[src/rtl/uart_frame_assembler_pkg.sv]
// rtl/uart_frame_assembler_pkg.sv - shared state encoding and defaults for the UART frame path
package uart_frame_assembler_pkg;

    typedef enum logic {
        ST_IDLE    = 1'b0,
        ST_COLLECT = 1'b1
    } fa_state_t;

    // Default inter-byte idle limit in sys_clk cycles.
    localparam int DEFAULT_TIMEOUT_CYC = 50000;

endpackage

[src/rtl/uart_frame_assembler_if.sv]
// rtl/uart_frame_assembler_if.sv - byte strobe bundle from the UART RX byte stage
// Signals:
//   rx_byte  - received byte
//   rx_valid - one-cycle strobe, rx_byte valid
//   rx_err   - one-cycle strobe, framing/parity error on current byte
// master drives the bundle (RX byte stage), slave consumes it (frame assembler).
interface uart_frame_assembler_if;

    logic [7:0] rx_byte;
    logic       rx_valid;
    logic       rx_err;

    modport master (output rx_byte, output rx_valid, output rx_err);
    modport slave  (input  rx_byte, input  rx_valid, input  rx_err);

endinterface

[src/rtl/uart_timeout_counter.sv]
// rtl/uart_timeout_counter.sv - saturating idle-cycle counter with expiry flag
// Ports:
//   sys_clk - clock, rising edge
//   rst     - synchronous active-high reset
//   clear   - zero the count (dominates enable)
//   enable  - count this cycle as idle
//   expire  - this enabled cycle is the TIMEOUT_CYC-th consecutive idle cycle
module uart_timeout_counter
    import uart_frame_assembler_pkg::*;
#(
    parameter int TIMEOUT_CYC = DEFAULT_TIMEOUT_CYC
) (
    input  logic sys_clk,
    input  logic rst,
    input  logic clear,
    input  logic enable,
    output logic expire
);

    localparam int CW = $clog2(TIMEOUT_CYC + 1);
    localparam logic [CW-1:0] LAST = CW'(TIMEOUT_CYC - 1);
    localparam logic [CW-1:0] SAT  = CW'(TIMEOUT_CYC);

    logic [CW-1:0] cnt;

    always_ff @(posedge sys_clk) begin
        if (rst || clear) begin
            cnt <= '0;
        end else if (enable && (cnt != SAT)) begin
            cnt <= cnt + 1'b1;
        end
    end

    // cnt holds the idle cycles already elapsed, so the current enabled
    // cycle is the last allowed one when cnt has reached TIMEOUT_CYC-1.
    assign expire = enable && (cnt == LAST);

endmodule

[src/rtl/uart_frame_assembler.sv]
// rtl/uart_frame_assembler.sv - assembles BRN received UART bytes into one frame
// Ports:
//   sys_clk        - clock, rising edge
//   rst            - synchronous active-high reset
//   rx             - byte strobe bundle (rx_byte, rx_valid, rx_err)
//   dataR          - last complete frame, first byte in the top byte
//   uart_recv_flag - one-cycle pulse, new frame on dataR
//   frame_err      - one-cycle pulse, partial frame discarded
//   byte_cnt       - bytes collected in the current frame
module uart_frame_assembler
    import uart_frame_assembler_pkg::*;
#(
    parameter int BRN         = 4,
    parameter int TIMEOUT_CYC = DEFAULT_TIMEOUT_CYC
) (
    input  logic                       sys_clk,
    input  logic                       rst,
    uart_frame_assembler_if.slave      rx,
    output logic [BRN*8-1:0]           dataR,
    output logic                       uart_recv_flag,
    output logic                       frame_err,
    output logic [$clog2(BRN+1)-1:0]   byte_cnt
);

    localparam int CNT_W = $clog2(BRN + 1);
    localparam logic [CNT_W-1:0] LAST_CNT = CNT_W'(BRN - 1);
    // Only the first BRN-1 bytes need holding; the completing byte goes
    // straight into dataR. A one-byte frame keeps a dummy byte of storage.
    localparam int SHW = (BRN > 1) ? (BRN - 1) * 8 : 8;

    fa_state_t        state;
    logic [SHW-1:0]   shift_q;
    logic [BRN*8-1:0] frame_d;
    logic             expire;

    generate
        if (BRN > 1) begin : g_multi
            assign frame_d = {shift_q, rx.rx_byte};
        end else begin : g_single
            assign frame_d = rx.rx_byte;
        end
    endgenerate

    uart_timeout_counter #(
        .TIMEOUT_CYC (TIMEOUT_CYC)
    ) u_timeout (
        .sys_clk (sys_clk),
        .rst     (rst),
        .clear   ((state != ST_COLLECT) || rx.rx_valid || rx.rx_err),
        .enable  ((state == ST_COLLECT) && !rx.rx_valid),
        .expire  (expire)
    );

    // Priority: error strobe, then byte acceptance, then timeout, so a byte
    // landing on the expiry cycle wins and flag/err can never coincide.
    always_ff @(posedge sys_clk) begin
        if (rst) begin
            state          <= ST_IDLE;
            shift_q        <= '0;
            dataR          <= '0;
            uart_recv_flag <= 1'b0;
            frame_err      <= 1'b0;
            byte_cnt       <= '0;
        end else begin
            uart_recv_flag <= 1'b0;
            frame_err      <= 1'b0;
            if (rx.rx_err) begin
                frame_err <= 1'b1;
                state     <= ST_IDLE;
                byte_cnt  <= '0;
                shift_q   <= '0;
            end else if (rx.rx_valid) begin
                if (byte_cnt == LAST_CNT) begin
                    dataR          <= frame_d;
                    uart_recv_flag <= 1'b1;
                    state          <= ST_IDLE;
                    byte_cnt       <= '0;
                    shift_q        <= '0;
                end else begin
                    shift_q  <= frame_d[SHW-1:0];
                    byte_cnt <= byte_cnt + 1'b1;
                    state    <= ST_COLLECT;
                end
            end else if ((state == ST_COLLECT) && expire) begin
                frame_err <= 1'b1;
                state     <= ST_IDLE;
                byte_cnt  <= '0;
                shift_q   <= '0;
            end
        end
    end

endmodule

[src/flat_wrapper.sv]
// flat-port wrapper written by rule: the top's interface ports become plain ports
module uart_frame_assembler_flat import uart_frame_assembler_pkg::*;
#(
    parameter int BRN         = 4,
    parameter int TIMEOUT_CYC = DEFAULT_TIMEOUT_CYC
)
  (sys_clk, rst, dataR, uart_recv_flag, frame_err, byte_cnt, rx_rx_byte, rx_rx_valid, rx_rx_err);
  uart_frame_assembler_if rx_i ();
  input  logic sys_clk;
  input  logic rst;
  output logic [BRN*8-1:0] dataR;
  output logic uart_recv_flag;
  output logic frame_err;
  output logic [$clog2(BRN+1)-1:0] byte_cnt;
  input wire logic [$bits(rx_i.rx_byte)-1:0] rx_rx_byte;
  input wire logic [$bits(rx_i.rx_valid)-1:0] rx_rx_valid;
  input wire logic [$bits(rx_i.rx_err)-1:0] rx_rx_err;
  assign rx_i.rx_byte = rx_rx_byte;
  assign rx_i.rx_valid = rx_rx_valid;
  assign rx_i.rx_err = rx_rx_err;
  uart_frame_assembler #(.BRN(BRN), .TIMEOUT_CYC(TIMEOUT_CYC)) u_core (.sys_clk(sys_clk), .rst(rst), .rx(rx_i), .dataR(dataR), .uart_recv_flag(uart_recv_flag), .frame_err(frame_err), .byte_cnt(byte_cnt));
endmodule
[config.mk]
export PLATFORM = sky130hd
export DESIGN_NAME = uart_frame_assembler_flat
export DESIGN_NICKNAME = d
export VERILOG_FILES = /design/src/rtl/uart_frame_assembler_pkg.sv /design/src/rtl/uart_frame_assembler_if.sv /design/src/rtl/uart_timeout_counter.sv /design/src/rtl/uart_frame_assembler.sv /design/src/flat_wrapper.sv
export SDC_FILE = /design/constraint.sdc
export NUM_CORES = 1
export LEC_CHECK = 0
export CAP_MARGIN = 25
export CELL_PAD_IN_SITES_DETAIL_PLACEMENT = 1
export CELL_PAD_IN_SITES_GLOBAL_PLACEMENT = 2
export CORE_UTILIZATION = 29
export DETAILED_ROUTE_END_ITERATION = 10
export PLACE_DENSITY = 0.81
export SLEW_MARGIN = 20
export SYNTH_ARGS = -nofsm -noshare
export SYNTH_HDL_FRONTEND = slang
export SYNTH_HIERARCHICAL = 1
export SYNTH_SLANG_ARGS = --single-unit
[constraint.sdc]
create_clock -name sys_clk -period 2.2 [get_ports sys_clk]
set_clock_uncertainty 0.05 [all_clocks]
set_input_delay 0.66 -clock sys_clk [delete_from_list [all_inputs] [get_ports sys_clk]]
set_output_delay 0.66 -clock sys_clk [all_outputs]
set_load 0.1 [all_outputs]
==> results.txt <==
In the synthesized netlist the dominant register cell turns out to be dfxtp_1. The share of synthesized area occupied by flip-flops and latches is 52.7%. The sequential power share came out at 56.9%. The pin count of the biggest net entering global routing came out at 27. The area of the core region came out at 9820 µm². Setup slack on the worst reg-to-reg path comes out at 0.33 ns.

The fill cell total of the finished layout is 1,135. The share of cells above drive strength 1 came out at 21.2%. The number of antenna violations at the first check in global routing came out at 0. The transition time of the tightest slew-check pin is 0.487 ns. The worst pin sits at a relative slew slack of 67.2%. Counting distinct cell types in the post-synthesis netlist gives 41. Relative to the synthesized area, the layout overhead comes to 39.8%. The critical path launch point type is an input port. The share of flip-flops with an asynchronous set or reset came out at 0%. Once the floorplan was initialized, standard cells occupied 30.2% of the core. The global-route wire length before repair is 11.9 mm. The latest clock arrival within the worst-skew pair came out at 0.35 ns. The largest buffer count on any clock path is 2. The total overflow reported by the global router is 0. Post-CTS timing repair inserted 0 buffers for setup. The number of placement rows is 36. The footprint of the flip-flops and latches came out at 1560 µm². The highest-delay cell along the critical path is clkdlybuf4s50_1. The vertical die dimension is 103 µm. The count of nets left with antenna violations after detail routing is 0. The switching power is 0.599 mW.

Net switching is 23.8% of the power. The internal portion of total power came out at 1.91 mW. Broken down by cell family, the worst path's largest delay share belongs to simple AND/OR/NAND/NOR gates. In this run, CTS created clock tree buffers numbering 9. The final-stage net count is 387. The summed instance area of the synthesized netlist is 2960 µm².

The H-tree was split into 3 levels. In this run the tool buffered the top-level ports with 48 buffer cells. By startpoint and endpoint, the worst setup path is classified as in2reg. The run finished with clean final reports.

Clock tree synthesis selected as its root buffer the cell clkbuf_8. After detailed routing, the number of vias per cell comes to 4.74. The total global routing track utilization is 14.8%.

The clock network power share came out at 38.7%. The number of global-route vias before repair came out at 2,370. The cell area after layout came out at 4150 µm².

Leaving out filler cells and counting taps, the final layout contains 510. The number of buffers inserted by hold repair at cts came out at 0. The time the worst path needs with I/O delays and setup came out at 2.09 ns. In this run the horizontal extent of the chip is 103 µm.

The synthesized area divided by synthesized cell count came out at 9.41 µm². 0 antenna diodes ended up in the layout. The total count of hold-check failures in the final report came out at 0. The total via count in the routed design is 2,416. Detailed placement ended at an HPWL of 5.13 mm.

The critical path data required time is 2.38 ns. The clock edge transition at the registers on the reported setup and hold paths is 0.08 ns. At the worst endpoint, the arrival time is 2.27 ns. The combinational fraction of design power came out at 4.4%. Based on the critical path, the design can be clocked at up to 0.479 GHz.

The die covers 10,600 µm². Setup repair after global routing left no endpoint under its margin. Dividing the final minimum period by the clock period gives 94.8%. TritonCTS built the clock tree. The number of pins exceeding their max-slew limit in the final report is 0.

The total nets after synthesis is 330. The mean routed wirelength per cell is 13.9 µm. The highest net fanout along the worst path is 26.

The max capacitance violation total is 0. At the end of routability-driven placement, the weighted congestion stood at 0.770. On the worst path, the slowest cell contributes a delay of 0.44 ns.

The total area of multi-input combinational cells came out at 1250 µm². The routed wire length came out at 7.07 mm. The min-delay analysis places its worst path in the category reg2reg. The number of I/O pins is 49. The initial detailed-routing violation count is 52. Across the VDD grid, the largest voltage drop is 0.335 mV.

STA classifies the critical path endpoint as a flip-flop. After detailed placement, the total cell area comes to 3970 µm². The number of placed instances, taps included is 494. For this run, design rule violations remaining after detail routing come to 0. Clock tree synthesis found a total of 78 sinks. Dividing total power by cell area gives a power density of 605 nW/µm².

Counting both buffers and inverters, the worst setup path holds a total of 2. The number of gates resized after CTS came out at 0. The number of warnings issued by yosys is 6. The number of synthesized flops with an enable pin is 0. The analysis attributes to cell leakage a power of 1.53 nW. The total setup violations reported at the end of the flow is 0. The detailed-router iteration count before antenna repair is 4. The cell count after synthesis is 315.

The critical path goes through clkdlybuf4s50_1 -> nor2b_2 -> and4_1 -> and4_4 -> a2111oi_4 -> buf_12 -> mux2_2. After synthesis the netlist holds a flip-flop and latch count of 78.
## logic make-up after synthesis
family / after synthesis / synth area share [%]
multiplexers: 1 / 0.380
flip-flops: 78 / 52.7
AND/OR/NAND/NOR: 122 / 20.1
AO/OA/AOI/OAI: 78 / 18.2
adder cells (fa/ha/maj): 3 / 1.27
XOR/XNOR: 7 / 2.07
buffers and inverters: 26 / 5.32
## Yosys cell counts, types with 4 or more instances
cell type  count  area (µm²)
a21oi_1       40         200
a22o_1        25         219
a31o_1         4        35.0
and3_1         4        25.0
buf_2          9        45.0
buf_6          5        56.3
clkbuf_1       5        18.8
dfxtp_1       78        1560
inv_1          4        15.0
nand2_1       75         282
nor2_1        15        56.3
xnor2_1        4        35.0
## final cells by class
cell class | instances | area share (%)
inverters | 4 | 0.362
clock inverters | 5 | 0.845
flip-flops and latches | 78 | 37.7
multi-input cells | 211 | 30.2
well taps | 133 | 4.01
repair buffers | 68 | 23.5
clock buffers | 11 | 3.41
## worst reg2reg max path: cells and delay by family (launching register included)
kind                   cells  cell delay [ns]
AND/OR/NAND/NOR            2             0.83
flip-flops                 1             0.37
multiplexers               1             0.27
buffers and inverters      1             0.17
AO/OA/AOI/OAI              1             0.08
## cell usage in the layout, fill, tap and decap left out, types with 2 or more instances in the layout
cell type / instances
dfxtp_1: 78
nand2_1: 75
a21oi_1: 40
buf_12: 35
a22o_1: 25
buf_4: 22
nor2_1: 15
clkdlybuf4s50_1: 11
clkbuf_8: 10
and3_1: 4
inv_1: 4
a31o_1: 4
xnor2_1: 4
ha_1: 3
o21ai_0: 3
or3_1: 3
nand3_1: 3
xor2_1: 3
clkinv_4: 2
clkinv_2: 2
nand2b_1: 2
nor3_1: 2
and4_1: 2
nor4_1: 2
a211oi_1: 2
## worst paths after layout
kind                       startpoint                 end  depth (start not counted)
max reg2reg  u_core/u_timeout/cnt[10]  u_core/byte_cnt[0]                          5
min                  u_core/dataR[14]    u_core/dataR[14]                          2
max                       rx_rx_valid  u_core/byte_cnt[0]                          7
min reg2reg          u_core/dataR[14]    u_core/dataR[14]                          2
## state kept, by name, summed over array words and instances (netlist names)
name	flops
u_core/uart_recv_flag	1
u_core/u_timeout/cnt	16
u_core/state	1
u_core/dataR	32
u_core/frame_err	1
u_core/shift_q	24
u_core/byte_cnt	3
## stage by stage
stage	hold slack [ns]	power, mW	setup slack [ns]	utilization, %	TNS [ns]
final	0.412	2.51	0.113	42.2	0
after CTS	0.419	2.56	0.121	42.2	0
after detailed placement	0.403	1.57	-0.253	40.4	-8.47
after floorplan	0.382	1.52	0.0172	-	0
after global placement	0.397	1.57	-0.209	40.4	-6.50
after global routing	0.435	2.64	0.0258	42.2	0
## per-layer routing
layer,GRT usage (%),share of wire (%)
met5,0,0
met4,7.15,2.0
met3,2.78,2.4
met2,22.6,46
met1,20.0,50
## power by group through the flow
stage	Clock (mW)	Sequential, mW	Combinational, mW
finish	0.970	1.43	0.110
global placement	0	1.46	0.110
CTS	1.02	1.43	0.112
global route	1.09	1.43	0.118
floorplan	0	1.48	0.0421
detailed placement	0	1.46	0.112
(Power assumes the default switching activity.)
